## src/rtl/arm_hazard_unit.sv

```systemverilog
`default_nettype none
// ============================================================================
// Module  : arm_hazard_unit
// Purpose : Operand forwarding selects, load-use stall, SWI drain/halt and
//           stall counter for the 5-stage ARM pipeline.
// Revision: 1.0 - initial release
// ============================================================================
module arm_hazard_unit #(
  parameter int CNT_W  = 32,
  parameter int FWD_WB = 1
) (
  input  logic             clk,
  input  logic             rst_b,
  input  logic             id_valid,
  input  logic [2:0]       id_mask,
  input  logic [3:0]       id_rn0,
  input  logic [3:0]       id_rn1,
  input  logic [3:0]       id_rn2,
  input  logic             id_rd_we,
  input  logic [3:0]       id_rd_num,
  input  logic             id_is_load,
  input  logic             id_swi,
  input  logic             ex_flush,
  output logic             stall_id,
  output logic [1:0]       fwd_sel0,
  output logic [1:0]       fwd_sel1,
  output logic [1:0]       fwd_sel2,
  output logic             halted,
  output logic [CNT_W-1:0] stall_cnt
);

  typedef struct packed {
    logic       v;
    logic       we;
    logic [3:0] rd;
    logic       ld;
    logic       swi;
  } slot_t;

  localparam logic [CNT_W-1:0] CNT_ONE = {{(CNT_W-1){1'b0}}, 1'b1};

  slot_t      ex_slot, mem_slot, wb_slot, id_slot;
  logic [3:0] rn [3];
  logic [1:0] sel [3];
  logic [2:0] ex_hit, mem_hit, wb_hit;
  logic       lu, accept, drain;
  logic       unused_wb_ld;

  assign rn[0] = id_rn0;
  assign rn[1] = id_rn1;
  assign rn[2] = id_rn2;

  // r15 reads the PC, never a forwarded result; youngest writer wins
  for (genvar k = 0; k < 3; k++) begin : g_op
    logic live;
    assign live       = id_mask[k] & (rn[k] != 4'd15);
    assign ex_hit[k]  = live & ex_slot.v  & ex_slot.we  & (ex_slot.rd  == rn[k]);
    assign mem_hit[k] = live & mem_slot.v & mem_slot.we & (mem_slot.rd == rn[k]);
    assign wb_hit[k]  = live & wb_slot.v  & wb_slot.we  & (wb_slot.rd  == rn[k]);
    assign sel[k]     = ex_hit[k]                     ? 2'd1 :
                        mem_hit[k]                    ? 2'd2 :
                        (wb_hit[k] && (FWD_WB != 0))  ? 2'd3 : 2'd0;
  end

  assign fwd_sel0 = sel[0];
  assign fwd_sel1 = sel[1];
  assign fwd_sel2 = sel[2];

  assign lu       = id_valid & ~ex_flush & ex_slot.ld & (|ex_hit);
  assign stall_id = lu | drain;
  assign accept   = id_valid & ~stall_id & ~ex_flush;

  assign id_slot  = '{v: 1'b1, we: id_rd_we, rd: id_rd_num, ld: id_is_load, swi: id_swi};
  assign unused_wb_ld = wb_slot.ld;

  always_ff @(posedge clk) begin
    if (!rst_b) begin
      ex_slot   <= '0;
      mem_slot  <= '0;
      wb_slot   <= '0;
      drain     <= 1'b0;
      halted    <= 1'b0;
      stall_cnt <= '0;
    end else begin
      ex_slot   <= accept ? id_slot : '0;
      mem_slot  <= ex_slot;
      wb_slot   <= mem_slot;
      drain     <= drain | (accept & id_swi);
      halted    <= halted | (wb_slot.v & wb_slot.swi);
      if (lu && (stall_cnt != {CNT_W{1'b1}}))
        stall_cnt <= stall_cnt + CNT_ONE;
    end
  end

endmodule
`default_nettype wire

```

## config.mk

```make
export PLATFORM = sky130hd
export DESIGN_NAME = arm_hazard_unit
export DESIGN_NICKNAME = d
export VERILOG_FILES = /design/src/rtl/arm_hazard_unit.sv
export SDC_FILE = /design/constraint.sdc
export NUM_CORES = 1
export LEC_CHECK = 0
export CAP_MARGIN = 10
export CORE_MARGIN = 2
export CORE_UTILIZATION = 35
export CTS_CLUSTER_DIAMETER = 30
export CTS_CLUSTER_SIZE = 28
export DETAILED_ROUTE_END_ITERATION = 8
export HOLD_SLACK_MARGIN = 0.02
export PLACE_DENSITY = 0.73
export RECOVER_POWER = 100
export SLEW_MARGIN = 10
export SYNTH_ARGS = -nofsm -noshare
export SYNTH_HDL_FRONTEND = slang
export SYNTH_SLANG_ARGS = --single-unit
export TNS_END_PERCENT = 30
```

## constraint.sdc

```tcl
create_clock -name clk -period 3.2 [get_ports clk]
set_input_delay 0.96 -clock clk [delete_from_list [all_inputs] [get_ports clk]]
set_output_delay 0.96 -clock clk [all_outputs]
set_load 0.1 [all_outputs]
```

Yosys cells after proc, flatten, opt, wreduce, memory -nomap -nowiden:

Cells that the tools add are included.

* bitwise operators: 42
* reduce and logical (&&, ||, !) cells: 3
* multiplexer cells: 10
* equality and inequality tests: 13
* $add $sub $neg: 1

Operator list (count)
* $and 1x1->1: 37
* $eq 4x4->1: 9
* $add 32x1->32 const B: 1
* $ne 32x32->1 const B: 1
* $mux 2: 9
* $ne 4x4->1 const B: 3
* $mux 8: 1
* $or 1x1->1: 3
* $reduce_or 3->1: 1
* $not 1->1: 2
* $reduce_and 2->1: 1
* $logic_and 1x1->1: 1

* input bits: 26
* output and inout bits: 40
* logic and storage cells: 85
* bits in registers: 56

Depth between registers and ports, before layout:

* word-level depth: 13
* mapped depth: 9
* gate-level depth less buffers: 7

Worst setup path after synthesis:

No wires, ideal clock.

* kind: input to output
* start point: input id_rn1[3]
* end point: output fwd_sel1[0]
* setup slack: -1.389 ns
* arrival time: 3.629 ns
* stages on the path: 5
* path buffers: 0
* data required time: 2.240 ns
* cells stage by stage: nand4_1 nand2_1 nor4_1 nand2_1 o21ai_0

* word-level cells in the longest chain between the ends: 8
* elaborated cells between the ends (all ways): 17
* classes of those cells: eq/ne (4); mux (3); bitwise (10)

RTL lines
* start: declaration: RTL line 17 `input logic [3:0] id_rn1,`
* $ne 4x4->1: RTL line 56 `assign live = id_mask[k] & (rn[k] != 4'd15);`
* $and 1x1->1: RTL line 56
* $and 1x1->1 (3 in series): RTL line 59 `assign wb_hit[k] = live & wb_slot.v & wb_slot.we & (wb_slot.rd == rn[k]);`
* $mux 2: RTL line 62 `(wb_hit[k] && (FWD_WB != 0)) ? 2'd3 : 2'd0;`
* $mux 2: RTL line 61 `mem_hit[k] ? 2'd2 :`
* $mux 2 (*): RTL line 60 `assign sel[k] = ex_hit[k] ? 2'd1 :`
* end: declaration: RTL line 26 `output logic [1:0] fwd_sel1,`

Every way passes the cells marked *; elsewhere a longest branch is shown, timed or not.

Worst setup path in the final report:

* start point: input id_rn2[3]
* end point: output stall_id

* word-level cells in the longest chain between the ends: 8
* elaborated cells between the ends (all ways): 9
* classes of those cells: eq/ne (2); bitwise (6); reduce/logical (1)

RTL lines
* start: declaration: RTL line 18 `input logic [3:0] id_rn2,`
* $ne 4x4->1: RTL line 56
* $and 1x1->1: RTL line 56
* $and 1x1->1 (2 in series): RTL line 57 `assign ex_hit[k] = live & ex_slot.v & ex_slot.we & (ex_slot.rd == rn[k]);`
* $and 1x1->1 (*): RTL line 57
* $reduce_or 3->1 (*): RTL line 69 `assign lu = id_valid & ~ex_flush & ex_slot.ld & (|ex_hit);`
* $and 1x1->1 (*): RTL line 69
* $or 1x1->1 (*): RTL line 70 `assign stall_id = lu | drain;`
* end: declaration: RTL line 24 `output logic stall_id,`

Marked as above.

==> reports/qor_table.md <==
| Quantity | Value | Unit |
|:---|:---|:---|
| CTS Root Cell | clkbuf_8 | - |
| Static leakage | 1.39 | nW |
| Largest driver fanout on the critical path | 3 | - |
| Cell types occupying the most area after synthesis | dfxtp_1, xnor2_1, and2_1 | - |
| Total inserted antenna cells | 0 | - |
| Synthesized instance count | 345 | - |
| Leading area contributor after synthesis | dfxtp_1 | - |
| Gr ovfl total | 0 | - |
| Global Route met2 Usage | 28.9 | % |
| Max-slew violation count | 0 | - |
| Routing layer with the top usage in global route | met2 | - |
| Startpoint class of the critical path | primary input | - |
| Rows | 33 | - |
| Reg2reg setup slack | 0.61 | ns |
| Area taken by flip-flops and latches | 1120 | sq um |
| Area of combinational cells with multiple inputs | 1940 | sq um |
| CTS tree | done | - |
| Post-DR vias/cell | 5.42 | - |
| Wire length reported by the detailed router | 8.21 | mm |
| Register area share after synthesis | 38.3 | % |
| Violations in the final reports | setup timing | - |
| Prevailing post-synth register cell | dfxtp_1 | - |
| Maximum clock skew at final layout | 0.0127 | ns |
| RePlAce Congestion | 0.827 | - |
| EDFF count, synth | 0 | - |
| Critical Path Sink Type | primary output | - |
| Post-synthesis net count | 372 | - |
| Final HPWL DP | 5.67 | mm |
| Met3 capacity usage during global routing | 2.13 | % |
| Outcome | finished, violations left | - |
| Slew @ Worst Pin | 1.27 | ns |
| Final Cycle Share | 104 | % |
| Number of hold-slack violations in the final timing report | 0 | - |
| Post-route DRC | 0 | - |
| Setup WS post-layout | -0.115 | ns |
| H-tree levels | 2 | - |
| CP Class | in2out | - |
| Final core occ | 49.8 | % |
| Die height | 95.4 | um |
| Max-cap violation count | 0 | - |
| Worst hold path class | reg2reg | - |
| Top-area cell type share of the netlist area | 38.3 | % |
| Fillers | 810 | - |
| Post-route minimum period | 3.31 | ns |
| Count of nets after finishing | 462 | - |
| Via count of the first global-routing pass | 2,646 | - |
| Final setup violation count | 5 | - |
| Antenna violations before repair | 0 | - |
| Core outline area | 8180 | sq um |
| CTS buffer count | 5 | - |
| Clock Sink Count | 56 | - |
| Detailed-route via count | 2,931 | - |
| Number of search-and-repair iterations in the first detailed-routing pass | 4 | - |
| Average cell area after synthesis | 8.48 | sq um |
| CP max stage cell | or4_4 | - |
| Drt wl/cell | 15.2 | um |
| Cell chain of the critical path | buf_6, nand4_1, nand2_1, or4_4, and3_4, o21ai_4, buf_12 | - |
| First-pass GRT wire length | 12.8 | mm |
| Drt initial violations | 174 | - |
| Total routing usage reported by global routing | 17.7 | % |
| Area of the die | 9100 | sq um |
| Max-slew headroom at the worst pin | 15.4 | % |
| Post-detailed-route count of antenna-violating nets | 0 | - |
| Fraction of layout cells with a size suffix above 1 | 21.1 | % |
| Cell family with most CP delay | simple AND/OR/NAND/NOR gates | - |
| Pre-CTS setup slack | -0.531 | ns |
| Power per unit of standard cell area | 317 | nW/um^2 |
| Clock network latency to the later pin of the worst-skew pair | 0.31 | ns |
| Highest Clock Rate | 302 | MHz |
| Distinct cell type count of the synthesized netlist | 41 | - |
| CTS clock-pin slew for the worst setup and hold paths | 0.11 | ns |
| Number of warnings printed during yosys synthesis | 0 | - |
| Critical path data arrival time | 2.35 | ns |
| Number of port buffers | 65 | - |
| Combined buffer and inverter count along the critical path | 2 | - |
| Synthesis-stage register bit count | 56 | - |
| Proportion of register bits with asynchronous set or reset after synthesis | 0 | % |
| Hold buffers post-CTS | 0 | - |
| Bufs on Longest Clock Path | 2 | - |
| Top-Level Pins | 66 | - |
| Maximum number of pins on one net before global-route repair | 62 | - |
| IR Drop Worst-Case VDD | 0.206 | mV |
| Die span in x | 95.4 | um |
| Required time at the endpoint of the critical path | 2.24 | ns |
| GR Util met1 | 24.5 | % |
| Netlist area before placement | 2920 | sq um |
| Layout Area Growth over Synthesis | 39.2 | % |
| Setup repair after global routing missed its margin | true | - |
| Starting density of the core | 35.8 | % |
| Delay contributed by the slowest stage of the critical path | 0.54 | ns |
[cell usage in the layout (no fill, tap or decap), types with 5 or more instances in the layout]
master / Yosys / routed
dfxtp_1: 56 / 56
clkbuf_1: 11 / 34
buf_4: 0 / 27
nand2_1: 28 / 25
a21oi_1: 25 / 25
nand4_1: 19 / 19
nand3_1: 18 / 16
and2_1: 23 / 16
o31ai_1: 16 / 16
xnor2_2: 0 / 13
or4_1: 14 / 13
xor2_1: 12 / 12
nor2_1: 12 / 12
xnor2_1: 24 / 11
or3_1: 11 / 11
o21ai_1: 11 / 10
nand2b_1: 9 / 9
clkdlybuf4s50_1: 0 / 9
buf_6: 2 / 8
buf_12: 0 / 7
nor4_4: 0 / 6
and2_0: 0 / 6
nor3_1: 6 / 6
clkbuf_8: 0 / 6
mux2i_1: 5 / 5
buf_2: 2 / 5
[path summary, 6_finish.rpt]
kind          startpoint       endpoint  cells after the start
min          mem_slot[0]     wb_slot[0]                      1
max            id_rn2[3]       stall_id                      7
max reg2reg   ex_slot[4]  stall_cnt[25]                      7
min reg2reg  mem_slot[0]     wb_slot[0]                      1
[power by group]
| group | leakage [nW] | internal [mW] | switching [mW] | total (mW) |
|---|---|---|---|---|
| clock | 0.0522 | 0.182 | 0.243 | 0.425 |
| sequential | 0.452 | 0.703 | 0.00721 | 0.710 |
| combinational | 0.885 | 0.0819 | 0.0725 | 0.154 |
| total | 1.39 | 0.967 | 0.322 | 1.29 |
[metal layers]
metal	part of all wire, %	up-vias
li1	-	1441
met1	45	1401
met2	50	75
met3	3.5	14
met4	2.1	0
met5	0	-
[stage by stage]
| step | instances | power [mW] | hold WS, ns | TNS (ns) | instance area [sq um] |
|---|---|---|---|---|---|
| 2_1_floorplan | 345 | 0.779 | 0.412 | -0.828 | 2980 |
| 3_3_place_gp | 526 | 0.848 | 0.414 | -8.83 | 3860 |
| 3_5_place_dp | 526 | 0.851 | 0.420 | -10.14 | 3860 |
| 4_1_cts | 540 | 1.28 | 0.456 | -0.211 | 4060 |
| 5_1_grt | 541 | 1.34 | 0.466 | -0.713 | 4070 |
| 6_report | 541 | 1.29 | 0.450 | -0.186 | 4070 |
[area by class of cell]
type                            instances  share of cell area, %
Clock buffer                            6                   2.03
Multi-Input combinational cell        269                   47.6
Tap cell                              105                   3.23
Sequential cell                        56                   27.5
Timing Repair Buffer                   98                   18.7
Inverter                                5                  0.461
Clock inverter                          2                  0.430
[flip-flops by register name, summed over array words and instances (netlist names)]
register / cells
ex_slot: 8
drain: 1
wb_slot: 7
mem_slot: 7
stall_cnt: 32
halted: 1
[synth_stat cells (12+ instances only)]
| cell | instances |
|---|---|
| a21oi_1 | 25 |
| nand2_1 | 28 |
| nand3_1 | 18 |
| and2_1 | 23 |
| or4_1 | 14 |
| nor2_1 | 12 |
| xor2_1 | 12 |
| o31ai_1 | 16 |
| nand4_1 | 19 |
| dfxtp_1 | 56 |
| xnor2_1 | 24 |
[logic make-up after synthesis]
kind of cell	count (synthesis)	synth area share (%)
AO/OA/AOI/OAI	62	12.9
XOR/XNOR	36	10.8
adder cells (fa/ha/maj)	1	0.428
buffers and inverters	20	3.17
flip-flops	56	38.3
multiplexers	5	1.71
AND/OR/NAND/NOR	165	32.7
[timing repair]
item / 4_1_cts / 5_1_grt
endpoints found under the setup margin: 8 / 7
gates resized for setup: 74 / 24
hold endpoints to repair: 0 / 0
buffers inserted: 6 / 1
pin swaps: 20 / 21
cloned: 0 / 0
Power figures use the tool's default switching activity.
